===== config.mk =====
export PLATFORM = sky130hd
export DESIGN_NAME = jietiao_ctrl
export DESIGN_NICKNAME = d
export VERILOG_FILES = /design/src/rtl/jietiao_pkg.sv /design/src/rtl/jietiao_scale.sv /design/src/rtl/jietiao_ctrl.sv
export SDC_FILE = /design/constraint.sdc
export NUM_CORES = 1
export LEC_CHECK = 0
export BUFFER_PORTS_ARGS = -buffer_cell sky130_fd_sc_hd__buf_2
export CAP_MARGIN = 20
export CORE_ASPECT_RATIO = 0.75
export CORE_MARGIN = 4
export CORE_UTILIZATION = 53
export CTS_BUF_LIST = sky130_fd_sc_hd__clkbuf_8
export DETAILED_ROUTE_END_ITERATION = 7
export PLACE_DENSITY = 0.87
export SLEW_MARGIN = 20
export SYNTH_ARGS = -nofsm -noshare
export SYNTH_HDL_FRONTEND = slang
export SYNTH_SLANG_ARGS = --single-unit

===== constraint.sdc =====
create_clock -name clk_in -period 4.1 [get_ports clk_in]
set_input_delay 0.41 -clock clk_in [delete_from_list [all_inputs] [get_ports clk_in]]
set_output_delay 0.41 -clock clk_in [all_outputs]
set_load 0.01 [all_outputs]

===== src/rtl/jietiao_pkg.sv =====
// Shared constants for the AM demodulator sequencer: FSM state encoding,
// FIR data widths and a counter-width helper.
package jietiao_pkg;

  // FSM state encoding
  localparam logic [1:0] ST_IDLE  = 2'd0;
  localparam logic [1:0] ST_RUN   = 2'd1;
  localparam logic [1:0] ST_FLUSH = 2'd2;

  // FIR AXI-Stream data widths
  localparam int FIR_IN_W  = 24;
  localparam int FIR_OUT_W = 48;

  // Bits needed to hold values 0..n-1 (at least one bit)
  function automatic int cnt_w(input int n);
    return (n > 1) ? $clog2(n) : 1;
  endfunction

endpackage


===== src/rtl/jietiao_scale.sv =====
// Output rescaler: arithmetic right shift of the FIR result, then narrowing
// to OUT_W bits, registered once (latency 1).
// Build option JIETIAO_SAT_EN: clamp to the signed OUT_W range instead of
// wrapping, and report clamping on the sticky o_sat_err flag.
module jietiao_scale
  import jietiao_pkg::*;
#(
  parameter int IN_W  = FIR_OUT_W,
  parameter int OUT_W = 16,
  parameter int SHIFT = 24
) (
  input  logic             clk,
  input  logic             i_rst_n,
  input  logic             i_valid,
  input  logic [IN_W-1:0]  i_data,
  output logic [OUT_W-1:0] o_data,
  output logic             o_valid
`ifdef JIETIAO_SAT_EN
  ,
  output logic             o_sat_err
`endif
);

  logic signed [IN_W-1:0] w_shifted;
  logic [OUT_W-1:0]       w_result;
  logic [OUT_W-1:0]       r_data;
  logic                   r_valid;

  assign w_shifted = $signed(i_data) >>> SHIFT;

`ifdef JIETIAO_SAT_EN
  localparam logic [OUT_W-1:0] MAX_V = {1'b0, {(OUT_W-1){1'b1}}};
  localparam logic [OUT_W-1:0] MIN_V = {1'b1, {(OUT_W-1){1'b0}}};

  logic w_pos_ovf;
  logic w_neg_ovf;
  logic r_sat_err;

  // The value fits only when every bit above the OUT_W sign bit equals the sign.
  assign w_pos_ovf = !w_shifted[IN_W-1] && (|w_shifted[IN_W-2:OUT_W-1]);
  assign w_neg_ovf =  w_shifted[IN_W-1] && !(&w_shifted[IN_W-2:OUT_W-1]);
  assign w_result  = w_pos_ovf ? MAX_V : (w_neg_ovf ? MIN_V : w_shifted[OUT_W-1:0]);

  // Sticky clamp indicator, only for samples that are actually emitted
  always_ff @(posedge clk) begin
    if (!i_rst_n) begin
      r_sat_err <= 1'b0;
    end else if (i_valid && (w_pos_ovf || w_neg_ovf)) begin
      r_sat_err <= 1'b1;
    end
  end

  assign o_sat_err = r_sat_err;
`else
  // Upper bits are simply discarded in wrap mode.
  logic w_unused;
  assign w_unused = ^w_shifted[IN_W-1:OUT_W];
  assign w_result = w_shifted[OUT_W-1:0];
`endif

  // Output register: data held between strobes, valid is a one-cycle pulse
  always_ff @(posedge clk) begin
    if (!i_rst_n) begin
      r_data  <= '0;
      r_valid <= 1'b0;
    end else begin
      r_valid <= i_valid;
      if (i_valid) begin
        r_data <= w_result;
      end
    end
  end

  assign o_data  = r_data;
  assign o_valid = r_valid;

endmodule


===== src/rtl/jietiao_ctrl.sv =====
// Sequencer for the AM coherent-demodulation datapath (mixer -> FIR).
// Aligns sample strobes to the multiplier latency, feeds the FIR, flushes it
// with zeros on stop, drops FIR warm-up outputs, decimates and rescales.
// Build option JIETIAO_SAT_EN: saturating rescale plus sat_err output port.
module jietiao_ctrl
  import jietiao_pkg::*;
#(
  parameter int MULT_LAT = 3,
  parameter int WARMUP   = 64,
  parameter int DECIM    = 8,
  parameter int SHIFT    = 24,
  parameter int OUT_W    = 16
) (
  input  logic                 clk_in,
  input  logic                 rst,
  input  logic                 start,
  input  logic                 stop,
  input  logic                 sample_valid,
  input  logic                 fir_s_tready,
  output logic                 fir_s_tvalid,
  output logic                 feed_zero,
  input  logic                 fir_m_tvalid,
  input  logic [FIR_OUT_W-1:0] fir_m_tdata,
  output logic [OUT_W-1:0]     dem_data,
  output logic                 dem_valid,
  output logic                 busy,
  output logic                 drop_err
`ifdef JIETIAO_SAT_EN
  ,
  output logic                 sat_err
`endif
);

  localparam int WARM_W = cnt_w(WARMUP + 1);
  localparam int ZERO_W = cnt_w(WARMUP);
  localparam int DEC_W  = cnt_w(DECIM);
  localparam logic [WARM_W-1:0] WARM_DONE = WARM_W'(WARMUP);
  localparam logic [ZERO_W-1:0] ZERO_LAST = ZERO_W'(WARMUP - 1);
  localparam logic [DEC_W-1:0]  DEC_LAST  = DEC_W'(DECIM - 1);

  logic [1:0]          r_state;
  logic [MULT_LAT-1:0] r_dly;
  logic [ZERO_W-1:0]   r_zero_cnt;
  logic [WARM_W-1:0]   r_warm_cnt;
  logic [DEC_W-1:0]    r_dec_cnt;
  logic                r_drop_err;

  logic w_start_go;
  logic w_line_empty;
  logic w_tap;
  logic w_zero_phase;
  logic w_zero_acc;
  logic w_flush_done;
  logic w_beat;
  logic w_warm_done;
  logic w_emit;

  assign w_start_go   = (r_state == ST_IDLE) && start;
  assign w_line_empty = (r_dly == '0);
  assign w_tap        = r_dly[MULT_LAT-1];
  // Zero feeding begins only once every in-flight product has been issued.
  assign w_zero_phase = (r_state == ST_FLUSH) && w_line_empty;
  assign w_zero_acc   = w_zero_phase && fir_s_tready;
  assign w_flush_done = w_zero_acc && (r_zero_cnt == ZERO_LAST);

  assign w_beat      = (r_state != ST_IDLE) && fir_m_tvalid;
  assign w_warm_done = (r_warm_cnt == WARM_DONE);
  assign w_emit      = w_beat && w_warm_done && (r_dec_cnt == '0);

  // Control FSM: IDLE -> RUN on start, RUN -> FLUSH on stop, back to IDLE after the zero flush
  always_ff @(posedge clk_in) begin
    if (!rst) begin
      r_state <= ST_IDLE;
    end else begin
      case (r_state)
        ST_IDLE:  if (start)        r_state <= ST_RUN;
        ST_RUN:   if (stop)         r_state <= ST_FLUSH;
        ST_FLUSH: if (w_flush_done) r_state <= ST_IDLE;
        default:                    r_state <= ST_IDLE;
      endcase
    end
  end

  // Sample-strobe delay line matching the multiplier latency; only RUN samples enter
  always_ff @(posedge clk_in) begin
    if (!rst) begin
      r_dly <= '0;
    end else begin
      r_dly[0] <= (r_state == ST_RUN) && sample_valid;
      for (int i = 1; i < MULT_LAT; i++) begin
        r_dly[i] <= r_dly[i-1];
      end
    end
  end

  // Count zeros accepted by the FIR during the flush
  always_ff @(posedge clk_in) begin
    if (!rst) begin
      r_zero_cnt <= '0;
    end else if (w_start_go || w_flush_done) begin
      r_zero_cnt <= '0;
    end else if (w_zero_acc) begin
      r_zero_cnt <= r_zero_cnt + ZERO_W'(1);
    end
  end

  // Sticky error: a product reached the FIR while it was not ready (mixer cannot stall)
  always_ff @(posedge clk_in) begin
    if (!rst) begin
      r_drop_err <= 1'b0;
    end else if (w_tap && !fir_s_tready) begin
      r_drop_err <= 1'b1;
    end
  end

  // Output-side counters: skip warm-up beats, then keep one beat in every DECIM
  always_ff @(posedge clk_in) begin
    if (!rst || w_start_go) begin
      r_warm_cnt <= '0;
      r_dec_cnt  <= '0;
    end else if (w_beat) begin
      if (!w_warm_done) begin
        r_warm_cnt <= r_warm_cnt + WARM_W'(1);
      end else begin
        r_dec_cnt <= (r_dec_cnt == DEC_LAST) ? '0 : r_dec_cnt + DEC_W'(1);
      end
    end
  end

  jietiao_scale #(
    .IN_W  (FIR_OUT_W),
    .OUT_W (OUT_W),
    .SHIFT (SHIFT)
  ) u_scale (
    .clk       (clk_in),
    .i_rst_n   (rst),
    .i_valid   (w_emit),
    .i_data    (fir_m_tdata),
    .o_data    (dem_data),
    .o_valid   (dem_valid)
`ifdef JIETIAO_SAT_EN
    ,
    .o_sat_err (sat_err)
`endif
  );

  assign busy         = (r_state != ST_IDLE);
  assign fir_s_tvalid = w_tap || w_zero_phase;
  assign feed_zero    = w_zero_phase;
  assign drop_err     = r_drop_err;

endmodule


=== After elaboration in Yosys (flattened, before gate mapping) ===
Index checks and enable logic that the tools add are counted.

* Bitwise operators: 2
* Reductions and logical operators: 22
* Equality and inequality tests: 8
* Add/subtract/negate cells: 3
* Muxes and demuxes: 5

{| class="wikitable"
|+ Operators with widths
! operator !! count
|-
| $logic_and 1x1->1 || 9
|-
| $add 7x1->7 const B || 1
|-
| $eq 7x7->1 const B || 1
|-
| $add 6x1->6 const B || 1
|-
| $eq 6x6->1 const B || 1
|-
| $logic_not 3->1 || 2
|-
| $mux 2 || 3
|-
| $ne 2x2->1 const B || 3
|-
| $pmux 2 s3 || 1
|-
| $reduce_and 2->1 || 2
|-
| $add 3x1->3 const B || 1
|-
| $eq 3x3->1 const B || 1
|-
| $logic_or 1x1->1 || 3
|-
| $mux 3 || 1
|-
| $reduce_and 3->1 || 1
|-
| $eq 2x1->1 const B || 1
|-
| $eq 2x2->1 const B || 1
|-
| $logic_not 1->1 || 2
|-
| $logic_not 2->1 || 1
|-
| $not 1->1 || 2
|-
| $reduce_bool 2->1 || 1
|-
| $reduce_or 2->1 || 1
|}

* Register bits: 39
* Output and inout bits: 21
* Bits of input ports: 55
* Logic and storage cells: 48

=== Depth between registers and ports, before layout ===
Gate-level depths: netlist of the first run.

* Depth after elaboration: 6
* Depth in mapped cells: 7
* Gate-level depth less buffers: 5

=== Hierarchy ===
Synthesis of the first run repeated with hierarchy kept, for this count alone.

* Cell total of the unflattened synthesis: 183
* Area, all modules: 1767.9 µm²

{| class="wikitable"
|+ Modules (own cells, without submodules)
! module !! sequential area each (µm²) !! times used !! area an instance (µm²) !! cells an instance
|-
| jietiao_ctrl || 440.4 || 1 || 1124.8 || 130
|-
| jietiao_scale || 340.3 || 1 || 643.1 || 53
|}

=== Least setup slack after synthesis of the first run ===
Ideal clock, no wire load.

* Path type: reg2reg
* From: register r_state[0]
* To: register r_zero_cnt[0]
* Setup time: 0.146 ns
* Arrival: 1.668 ns
* Buffers on the path: 2
* Data required time: 3.954 ns
* Stages on the path, launching flop included: 6
* Slack: 2.286 ns
* Period minus slack after synthesis: 1.814 ns
* Cells stage by stage: dfxtp_1 or4b_1 buf_2 buf_2 nor4_1 a211oi_1

* Cells in the longest elaborated chain, start to end: 6
* Elaborated cells between the ends (all ways): 8
* Those cells by class: 1 x eq/ne; 7 x reduce/logical

{| class="wikitable"
|+ RTL lines
! item !! RTL line !! RTL
|-
| start, declared || jietiao_ctrl.sv:41 || <nowiki>logic [1:0] r_state;</nowiki>
|-
| start signal, assigned || jietiao_ctrl.sv:73 || <nowiki>r_state <= ST_IDLE;</nowiki>
|-
| start signal, assigned || jietiao_ctrl.sv:76 || <nowiki>ST_IDLE: if (start) r_state <= ST_RUN;</nowiki>
|-
| start signal, assigned || jietiao_ctrl.sv:77 || <nowiki>ST_RUN: if (stop) r_state <= ST_FLUSH;</nowiki>
|-
| $eq 2x2->1 || jietiao_ctrl.sv:62 || <nowiki>assign w_zero_phase = (r_state == ST_FLUSH) && w_line_empty;</nowiki>
|-
| $logic_and 1x1->1 || jietiao_ctrl.sv:62 ||
|-
| $logic_and 1x1->1 || jietiao_ctrl.sv:63 || <nowiki>assign w_zero_acc = w_zero_phase && fir_s_tready;</nowiki>
|-
| $logic_and 1x1->1 || jietiao_ctrl.sv:64 || <nowiki>assign w_flush_done = w_zero_acc && (r_zero_cnt == ZERO_LAST);</nowiki>
|-
| $logic_or 1x1->1 || jietiao_ctrl.sv:100 || <nowiki>end else if (w_start_go || w_flush_done) begin</nowiki>
|-
| $reduce_or 2->1 (no line) || - ||
|-
| end signal, assigned || jietiao_ctrl.sv:103 || <nowiki>r_zero_cnt <= r_zero_cnt + ZERO_W'(1);</nowiki>
|-
| end, declared || jietiao_ctrl.sv:43 || <nowiki>logic [ZERO_W-1:0] r_zero_cnt;</nowiki>
|}

Several ways; a longest one is shown, not always the timed one.
A chain may end at the register's enable or synchronous reset.

=== Worst setup path in the final report of the first run ===
* From: register r_state[0]
* To: output port feed_zero

* Cells in the longest elaborated chain, start to end: 2

{| class="wikitable"
|+ RTL lines
! item !! RTL line !! RTL
|-
| $eq 2x2->1 || jietiao_ctrl.sv:62 ||
|-
| $logic_and 1x1->1 || jietiao_ctrl.sv:62 ||
|-
| end, declared || jietiao_ctrl.sv:21 || <nowiki>output logic feed_zero,</nowiki>
|}

Every way passes these cells.

==> results.json, run 1 <==
{
  "run_status": "finished, final reports clean",
  "min_path_type": "primary input to flip-flop",
  "worstPathRequired_ns": 3.69,
  "crit_chain": "or4b_1, nor2_1, buf_2",
  "avgSynthCellArea_um2": 8.81,
  "r2r_setup_slack_ns": 1.96,
  "wl_um": 3800,
  "maxCapViolCount": 0,
  "nets": 304,
  "grt_pass1_wl_um": 6050,
  "postLayoutCoreUtil_pct": 69.8,
  "drc": 0,
  "critPathMaxStageDelay_ns": 0.77,
  "drt_iter0_markers": 108,
  "final_common_cell": "buf_2",
  "cts_hold_buf": 0,
  "vias": 1524,
  "gp_congestion": 0.786,
  "fin_crit_sh_pct": 52.5,
  "synth_edf_count": 0,
  "cpMaxStageDelayCell": "or4b_1",
  "cts_inserted_buffers": 5,
  "rsz0062_at_grt": "no",
  "fin_crit_ns": 2.15,
  "cts_tree": "built",
  "placed_cells": 274,
  "avgViaCountPerCell": 5.40,
  "p_per_area_mw_per_mm2": 379,
  "area_delta_synth_final_pct": 20.4,
  "final_cell_mix": "43 x buf_2, 39 x dfxtp_1, 36 x nand2_1",
  "rows": 17,
  "crit_path_start_kind": "flip-flop",
  "multiInputGateArea_um2": 931,
  "async_flop_share_pct": 0,
  "grt_pass1_vias": 1397,
  "yosys_register_bits": 39,
  "synth.distinct_cells": 31,
  "cts_setup_buffers": 0,
  "ctsRootBufferMaster": "clkbuf_8",
  "ant_nets": 0,
  "grt_max_degree": 52,
  "fmax_mhz": 464,
  "antenna_cells": 0,
  "fin_tns_setup_ns": 0,
  "worst_pin_slew_ns": 0.835,
  "vdd_ir_drop_max_mv": 0.272,
  "fin_worst_skew_ns": 0.00631,
  "synth_ff_type": "dfxtp_1",
  "cts_max_path_buffers": 2,
  "arrival_ns": 1.74,
  "synthCells": 203,
  "syn_nets": 264,
  "die_h_um": 58.3,
  "final_cells": 282,
  "hold_viol": 0,
  "hpwl_um": 2560,
  "worstPathMaxFanout": 16,
  "die-area_mm2": 0.00438,
  "end_kind": "output pin",
  "dr.pass1.iters": 4,
  "finalSetupViolations": 0,
  "start_util_pct": 58.0,
  "clkLatencyLatePin_ns": 0.30,
  "yosysWarnings": 0,
  "io_buffers": 43,
  "wl_per_cell_um": 13.5,
  "htree_levels": 2,
  "ys_seq_area_share_pct": 43.7,
  "ctsResizeCount": 0,
  "maxSlewViolCount": 0,
  "clk_pin_slew_ns": 0.07,
  "nFillCells": 239,
  "clock_sinks": 39,
  "antenna_found_initial": 0,
  "top_level_ports": 76,
  "register_area_um2": 781,
  "path_class": "flip-flop to output pin",
  "slew_headroom_pct": 44.3,
  "drive_gt1_share_pct": 22.1,
  "grt_overflow_total": 0,
  "syn_area_mm2": 0.00179,
  "core_area_mm2": 0.00308,
  "leakage_nw": 0.858,
  "grt.total_usage_pct": 17.8,
  "fp.dieW_um": 75.1
}
==> synthesized netlist by cell type (2+ instances only) <==
| cell | number | area share [%] |
|---|---|---|
| or4b_1 | 2 | 1.1 |
| nand3b_1 | 2 | 0.84 |
| o21ai_0 | 5 | 1.4 |
| inv_1 | 8 | 1.7 |
| a211oi_1 | 5 | 2.1 |
| dfxtp_1 | 39 | 44 |
| nand3_1 | 16 | 4.5 |
| clkbuf_1 | 8 | 1.7 |
| nand2b_1 | 5 | 1.7 |
| or4_1 | 6 | 2.5 |
| mux2i_1 | 22 | 12 |
| nor3_1 | 2 | 0.56 |
| a21oi_1 | 7 | 2.0 |
| nor2b_1 | 2 | 0.70 |
| nand4_1 | 2 | 0.70 |
| o31ai_1 | 6 | 2.5 |
| nor2_1 | 4 | 0.84 |
| ha_1 | 6 | 4.2 |
| or3_1 | 4 | 1.4 |
| nand2_1 | 36 | 7.6 |
| nor4_1 | 2 | 0.70 |
| and2_1 | 3 | 1.0 |
| buf_2 | 3 | 0.84 |
==> report_power, final <==
group / internal [mW] / switching, mW / leakage, nW
combinational: 0.0206 / 0.0327 / 0.474
clock: 0.241 / 0.135 / 0.0695
sequential: 0.382 / 0.00419 / 0.315
==> cell families (layout without fill, tap and decap cells) <==
group | Yosys count | in the layout | synth area share (%)
buffers and inverters | 20 | 61 | 4.62
multiplexers | 22 | 22 | 12.3
adder cells (fa/ha/maj) | 6 | 6 | 4.20
AND/OR/NAND/NOR | 91 | 91 | 26.5
flip-flops | 39 | 39 | 43.7
AO/OA/AOI/OAI | 25 | 25 | 8.75
==> registers in the layout, indices dropped and copies added (netlist names) <==
signal	cells
u_scale.o_data	16
r_warm_cnt	7
r_zero_cnt	6
r_dec_cnt	3
r_dly	3
r_state	2
drop_err	1
u_scale.o_valid	1
==> per-layer routing <==
layer	routed length [um]	track usage [%]	part of all wire [%]	up-vias
met5	0	0	0	-
met4	67	7.87	1.8	0
met3	215	5.97	5.7	7
met2	1650	26.6	43	39
met1	1870	23.4	49	684
li1	-	-	-	794
==> path summary, 6_finish.rpt <==
check | start | end | depth (start not counted)
max | r_state[0] | feed_zero | 3
max reg2reg | r_state[0] | r_zero_cnt[3] | 3
min reg2reg | u_scale.o_data[3] | u_scale.o_data[3] | 2
min | sample_valid | r_dly[0] | 3
==> critical path: cells and delay by family (launching register included) <==
family        cells  cell delay [ns]
simple gates      2             0.94
flops             1             0.37
buf+inv           1             0.15
==> through the flow <==
step / worst slack (ns) / total power, mW / hold slack, ns / cell area (um^2)
detailed placement: 2.03 / 0.448 / 0.445 / 2020
finish: 1.95 / 0.815 / 0.348 / 2150
CTS: 1.95 / 0.823 / 0.343 / 2150
global placement: 2.07 / 0.446 / 0.440 / 2020
floorplan: 2.29 / 0.428 / 0.422 / 1790
global route: 1.81 / 0.847 / 0.347 / 2150
==> layout make-up <==
type / instances / area share [%]
clock buffer: 5 / 3.20
clock inverter: 3 / 2.97
inverter: 8 / 1.40
multi-input combinational: 144 / 43.3
sequential: 39 / 36.3
tap: 38 / 2.21
timing repair buffer: 45 / 10.7
Note: power is estimated with default switching activity, not from simulation.
==> run 2, diff against run 1 <==
--- a/config.mk
+++ b/config.mk
@@ -9,10 +9,10 @@
 export CAP_MARGIN = 20
 export CORE_ASPECT_RATIO = 0.75
 export CORE_MARGIN = 4
-export CORE_UTILIZATION = 53
+export CORE_UTILIZATION = 49
 export CTS_BUF_LIST = sky130_fd_sc_hd__clkbuf_8
 export DETAILED_ROUTE_END_ITERATION = 7
-export PLACE_DENSITY = 0.87
+export PLACE_DENSITY = 0.82
 export SLEW_MARGIN = 20
 export SYNTH_ARGS = -nofsm -noshare
 export SYNTH_HDL_FRONTEND = slang
==> constraint.sdc (replaced) <==
create_clock -name clk_in -period 2.09 [get_ports clk_in]
set_input_delay 0.209 -clock clk_in [delete_from_list [all_inputs] [get_ports clk_in]]
set_output_delay 0.209 -clock clk_in [all_outputs]
set_load 0.01 [all_outputs]
==> results.json, run 2 (synthesis gave the netlist of run 1 again) <==
{
  "setup.worst_path.end": "feed_zero",
  "largest_reg_flops": 16,
  "maxSlewViolCount": 0,
  "dpl-instance-area_mm2": 0.00210,
  "p_sw_share_pct": 24.7,
  "r2r_setup_slack_ns": 0.22,
  "cts_tree": "built",
  "rsz0062_at_grt": "no",
  "switchingPower_mw": 0.350,
  "io_buffers": 43,
  "p_int_mw": 1.07,
  "run_status": "finished, final reports clean",
  "htree_levels": 2,
  "worstPathRequired_ns": 1.88,
  "min_path_type": "primary input to flip-flop",
  "hold_ws_ns": 0.132,
  "vdd_ir_drop_max_mv": 0.419,
  "grt_max_degree": 33,
  "avgViaCountPerCell": 5.19,
  "clk_pin_slew_ns": 0.08,
  "final_common_cell": "buf_2",
  "grt_pass1_vias": 1422,
  "maxCapViolCount": 0,
  "fmax_mhz": 515,
  "die_h_um": 60.3,
  "seqPwrFrac_pct": 53.2,
  "cts_setup_buffers": 0,
  "antenna_cells": 0,
  "nets": 311,
  "gp_congestion": 0.726,
  "dr.pass1.iters": 4,
  "clock_sinks": 39,
  "wl_um": 3680,
  "combPwrFrac_pct": 8.3,
  "drt_iter0_markers": 90,
  "hold_viol": 0,
  "dpl_worst_slack_ns": 0.243,
  "antenna_found_initial": 0,
  "drc": 0,
  "cts_inserted_buffers": 5,
  "worst_pin_slew_ns": 0.688,
  "register_area_um2": 781,
  "regToRegEndpoint": "r_zero_cnt[1]",
  "vias": 1562,
  "start_util_pct": 52.6,
  "fin_ws_ns": 0.149,
  "area_delta_synth_final_pct": 23.0,
  "worstPathMaxFanout": 10,
  "rows": 18,
  "slew_headroom_pct": 53.7,
  "cts_max_path_buffers": 2,
  "finalPower_mw": 1.42,
  "worstReg2RegStart": "r_state[0]",
  "fin_worst_skew_ns": 0.00653,
  "wl_per_cell_um": 12.2,
  "clock_power_share_pct": 38.6,
  "path_class": "flip-flop to output pin",
  "end_kind": "output pin",
  "p_per_area_mw_per_mm2": 645,
  "top_level_ports": 76,
  "fp.dieW_um": 77.8,
  "nFillCells": 297,
  "final_area_mm2": 0.00220,
  "arrival_ns": 1.73,
  "multiInputGateArea_um2": 931,
  "core_area_mm2": 0.00340,
  "clkLatencyLatePin_ns": 0.30,
  "crit_path_start_kind": "flip-flop",
  "leakage_nw": 0.873,
  "hpwl_um": 2690,
  "grt_overflow_total": 0,
  "grt.total_usage_pct": 16.9,
  "ctsRootBufferMaster": "clkbuf_8",
  "finalSetupViolations": 0,
  "reg2regPathDepth": 4,
  "crit_start": "r_state[0]",
  "fin_crit_sh_pct": 92.9,
  "ctsResizeCount": 0,
  "cts_hold_buf": 0,
  "min_from": "sample_valid",
  "final_cell_mix": "43 x buf_2, 39 x dfxtp_1, 36 x nand2_1",
  "grt_pass1_wl_um": 6160,
  "fin_tns_setup_ns": 0,
  "die-area_mm2": 0.00469,
  "drive_gt1_share_pct": 24.7,
  "fin_crit_ns": 1.94,
  "ant_nets": 0
}
run 2: changes by cell type in the layout (fill, tap and decap cells not counted), sizes merged:
cell,delta
buf,+7
inv,-1
clkbuf,+1
bufinv,-2
clkinv,+1
clkinvlp,+1
run 2: worst min-delay path by stage:
stage,endpoint,slack (ns),cells past startpoint
global placement,r_dly[1],0.44,1
detailed placement,r_dly[2],0.44,1
global route,r_dly[0],0.12,3
CTS,r_dly[0],0.12,3
floorplan,r_dly[0],0.33,2
finish,r_dly[0],0.13,3
run 2: metal layers:
metal | vias up | wire length, um | GRT usage [%]
met5 | - | 0 | 0
met4 | 0 | 56 | 7.61
met3 | 6 | 228 | 6.17
met2 | 28 | 1680 | 27.2
met1 | 716 | 1710 | 20.6
li1 | 812 | - | -
run 2: power groups by stage:
stage | clock, mW | sequential [mW] | combinational (mW)
4_1_cts | 0.570 | 0.753 | 0.118
3_5_place_dp | 0 | 0.771 | 0.118
3_3_place_gp | 0 | 0.771 | 0.114
6_report | 0.547 | 0.753 | 0.117
2_1_floorplan | 0 | 0.772 | 0.0675
5_1_grt | 0.602 | 0.755 | 0.134
run 2: area by class of cell:
| cell class | count | area share, % |
|---|---|---|
| Clock inverter | 2 | 0.740 |
| Inverter | 8 | 1.37 |
| Multi-Input combinational cell | 144 | 42.3 |
| Tap cell | 50 | 2.85 |
| Clock buffer | 6 | 3.76 |
| Sequential cell | 39 | 35.5 |
| Timing Repair Buffer | 52 | 13.4 |
run 2: worst max-delay path, stage by stage, from the launching register on:
cell     delay, ns
dfxtp_1       0.31
or4b_1        0.69
buf_4         0.23
nor2_1        0.07
buf_2         0.13
run 2: metrics by stage:
step,util [%],std cells
2_1_floorplan,-,203
3_3_place_gp,61.7,293
3_5_place_dp,61.7,293
4_1_cts,64.6,301
5_1_grt,64.6,301
6_report,64.6,301
==> run 3, diff against run 2 <==
--- a/config.mk
+++ b/config.mk
@@ -9,10 +9,9 @@
 export CAP_MARGIN = 20
 export CORE_ASPECT_RATIO = 0.75
 export CORE_MARGIN = 4
-export CORE_UTILIZATION = 49
-export CTS_BUF_LIST = sky130_fd_sc_hd__clkbuf_8
+export CORE_UTILIZATION = 47
 export DETAILED_ROUTE_END_ITERATION = 7
-export PLACE_DENSITY = 0.82
+export PLACE_DENSITY = 0.79
 export SLEW_MARGIN = 20
 export SYNTH_ARGS = -nofsm -noshare
 export SYNTH_HDL_FRONTEND = slang
==> results.json, run 3 (synthesis gave the netlist of run 1 again) <==
{
  "hpwl_um": 2620,
  "dpl-instance-area_mm2": 0.00209,
  "rows": 19,
  "crit_start": "r_state[1]",
  "switchingPower_mw": 0.326,
  "fin_crit_sh_pct": 88.4,
  "fp.dieW_um": 79.2,
  "cts_tree": "built",
  "core_area_mm2": 0.00366,
  "worstPathRequired_ns": 2.29,
  "finalSetupViolations": 0,
  "grt_max_degree": 28,
  "fin_ws_ns": 0.243,
  "start_util_pct": 48.8,
  "top_level_ports": 76,
  "grt_overflow_total": 0,
  "htree_levels": 2,
  "final_area_mm2": 0.00218,
  "vdd_ir_drop_max_mv": 0.311,
  "cts_inserted_buffers": 5,
  "drt_iter0_markers": 72,
  "rsz0062_at_grt": "no",
  "ctsRootBufferMaster": "clkbuf_8",
  "avgViaCountPerCell": 5.21,
  "path_class": "flip-flop to flip-flop",
  "arrival_ns": 2.05,
  "min_from": "sample_valid",
  "cts_hold_buf": 0,
  "ant_nets": 0,
  "run_status": "finished, final reports clean",
  "largest_reg_flops": 16,
  "gp_congestion": 0.845,
  "ctsResizeCount": 0,
  "clkLatencyLatePin_ns": 0.29,
  "final_cells": 301,
  "die_h_um": 61.4,
  "p_sw_share_pct": 24.1,
  "seqPwrFrac_pct": 55.9,
  "grt.total_usage_pct": 16.4,
  "dpl_worst_slack_ns": 0.182,
  "worst_pin_slew_ns": 0.540,
  "clk_pin_slew_ns": 0.07,
  "crit_path_start_kind": "flip-flop",
  "wl_per_cell_um": 12.0,
  "drive_gt1_share_pct": 24.5,
  "fin_worst_skew_ns": 0.00586,
  "p_int_mw": 1.03,
  "slew_headroom_pct": 63.6,
  "p_per_area_mw_per_mm2": 620,
  "dr.pass1.iters": 4,
  "cts_max_path_buffers": 2,
  "nets": 310,
  "clock_power_share_pct": 35.5,
  "fmax_mhz": 541,
  "vias": 1568,
  "io_buffers": 43,
  "combPwrFrac_pct": 8.6,
  "min_path_type": "primary input to flip-flop",
  "r2r_setup_slack_ns": 0.24,
  "hold_viol": 0,
  "leakage_nw": 0.867,
  "hold_depth": 3,
  "antenna_found_initial": 0,
  "nFillCells": 327,
  "grt_pass1_wl_um": 6130,
  "worstPathMaxFanout": 11,
  "final_cell_mix": "43 x buf_2, 39 x dfxtp_1, 36 x nand2_1",
  "die-area_mm2": 0.00487,
  "drc": 0,
  "clock_sinks": 39,
  "maxCapViolCount": 0,
  "cts_setup_buffers": 0,
  "final_common_cell": "buf_2",
  "reg2regPathDepth": 3,
  "worstReg2RegStart": "r_state[1]",
  "end_kind": "flip-flop",
  "grt_pass1_vias": 1410,
  "finalPower_mw": 1.35,
  "area_delta_synth_final_pct": 22.0,
  "fin_crit_ns": 1.85,
  "maxSlewViolCount": 0,
  "placed_cells": 294,
  "wl_um": 3620,
  "antenna_cells": 0,
  "fin_tns_setup_ns": 0
}
[run 3: cell types whose count changed in the layout (fill, tap and decap cells not counted), sizes merged]
cell / before / now
buf: 52 / 51
clkbuf: 6 / 5
clkinv: 1 / 2
clkinvlp: 1 / 0
[run 3: final cells by class]
type / instances / area [um^2] / share of cell area (%)
clock buffer: 5 / 68.8 / 3.16
clock inverter: 2 / 13.8 / 0.631
tap: 52 / 65.1 / 2.98
inverter: 8 / 30.0 / 1.38
sequential: 39 / 781 / 35.8
multi-input combinational: 144 / 935 / 42.9
timing repair buffer: 51 / 288 / 13.2
[run 3: worst paths after layout]
check	endpoint
min reg2reg	u_scale.o_data[11]
max	r_zero_cnt[3]
max reg2reg	r_zero_cnt[3]
min	r_dly[0]
[run 3: metal layers]
metal,part of all wire (%),track usage [%]
met5,0,0
met4,1.5,8.09
met3,8.8,5.85
met2,41,23.7
met1,49,21.8
[run 3: per-stage QoR]
step | utilization [%] | hold WS (ns)
2_1_floorplan | - | 0.331
3_3_place_gp | 57.2 | 0.429
3_5_place_dp | 57.2 | 0.435
4_1_cts | 59.5 | 0.130
5_1_grt | 59.6 | 0.145
6_report | 59.6 | 0.142
[run 3: power by group through the flow]
| stage | logic, mW | registers (mW) | clock network, mW |
|---|---|---|---|
| floorplan | 0.0675 | 0.772 | 0 |
| global placement | 0.113 | 0.772 | 0 |
| detailed placement | 0.114 | 0.773 | 0 |
| CTS | 0.115 | 0.756 | 0.500 |
| global route | 0.132 | 0.757 | 0.533 |
| finish | 0.116 | 0.756 | 0.480 |
[run 3: critical path, cell delays in order (launching register included)]
cell	delay (ns)
dfxtp_1	0.42
or4b_4	0.56
or4_1	0.53
a211oi_1	0.25
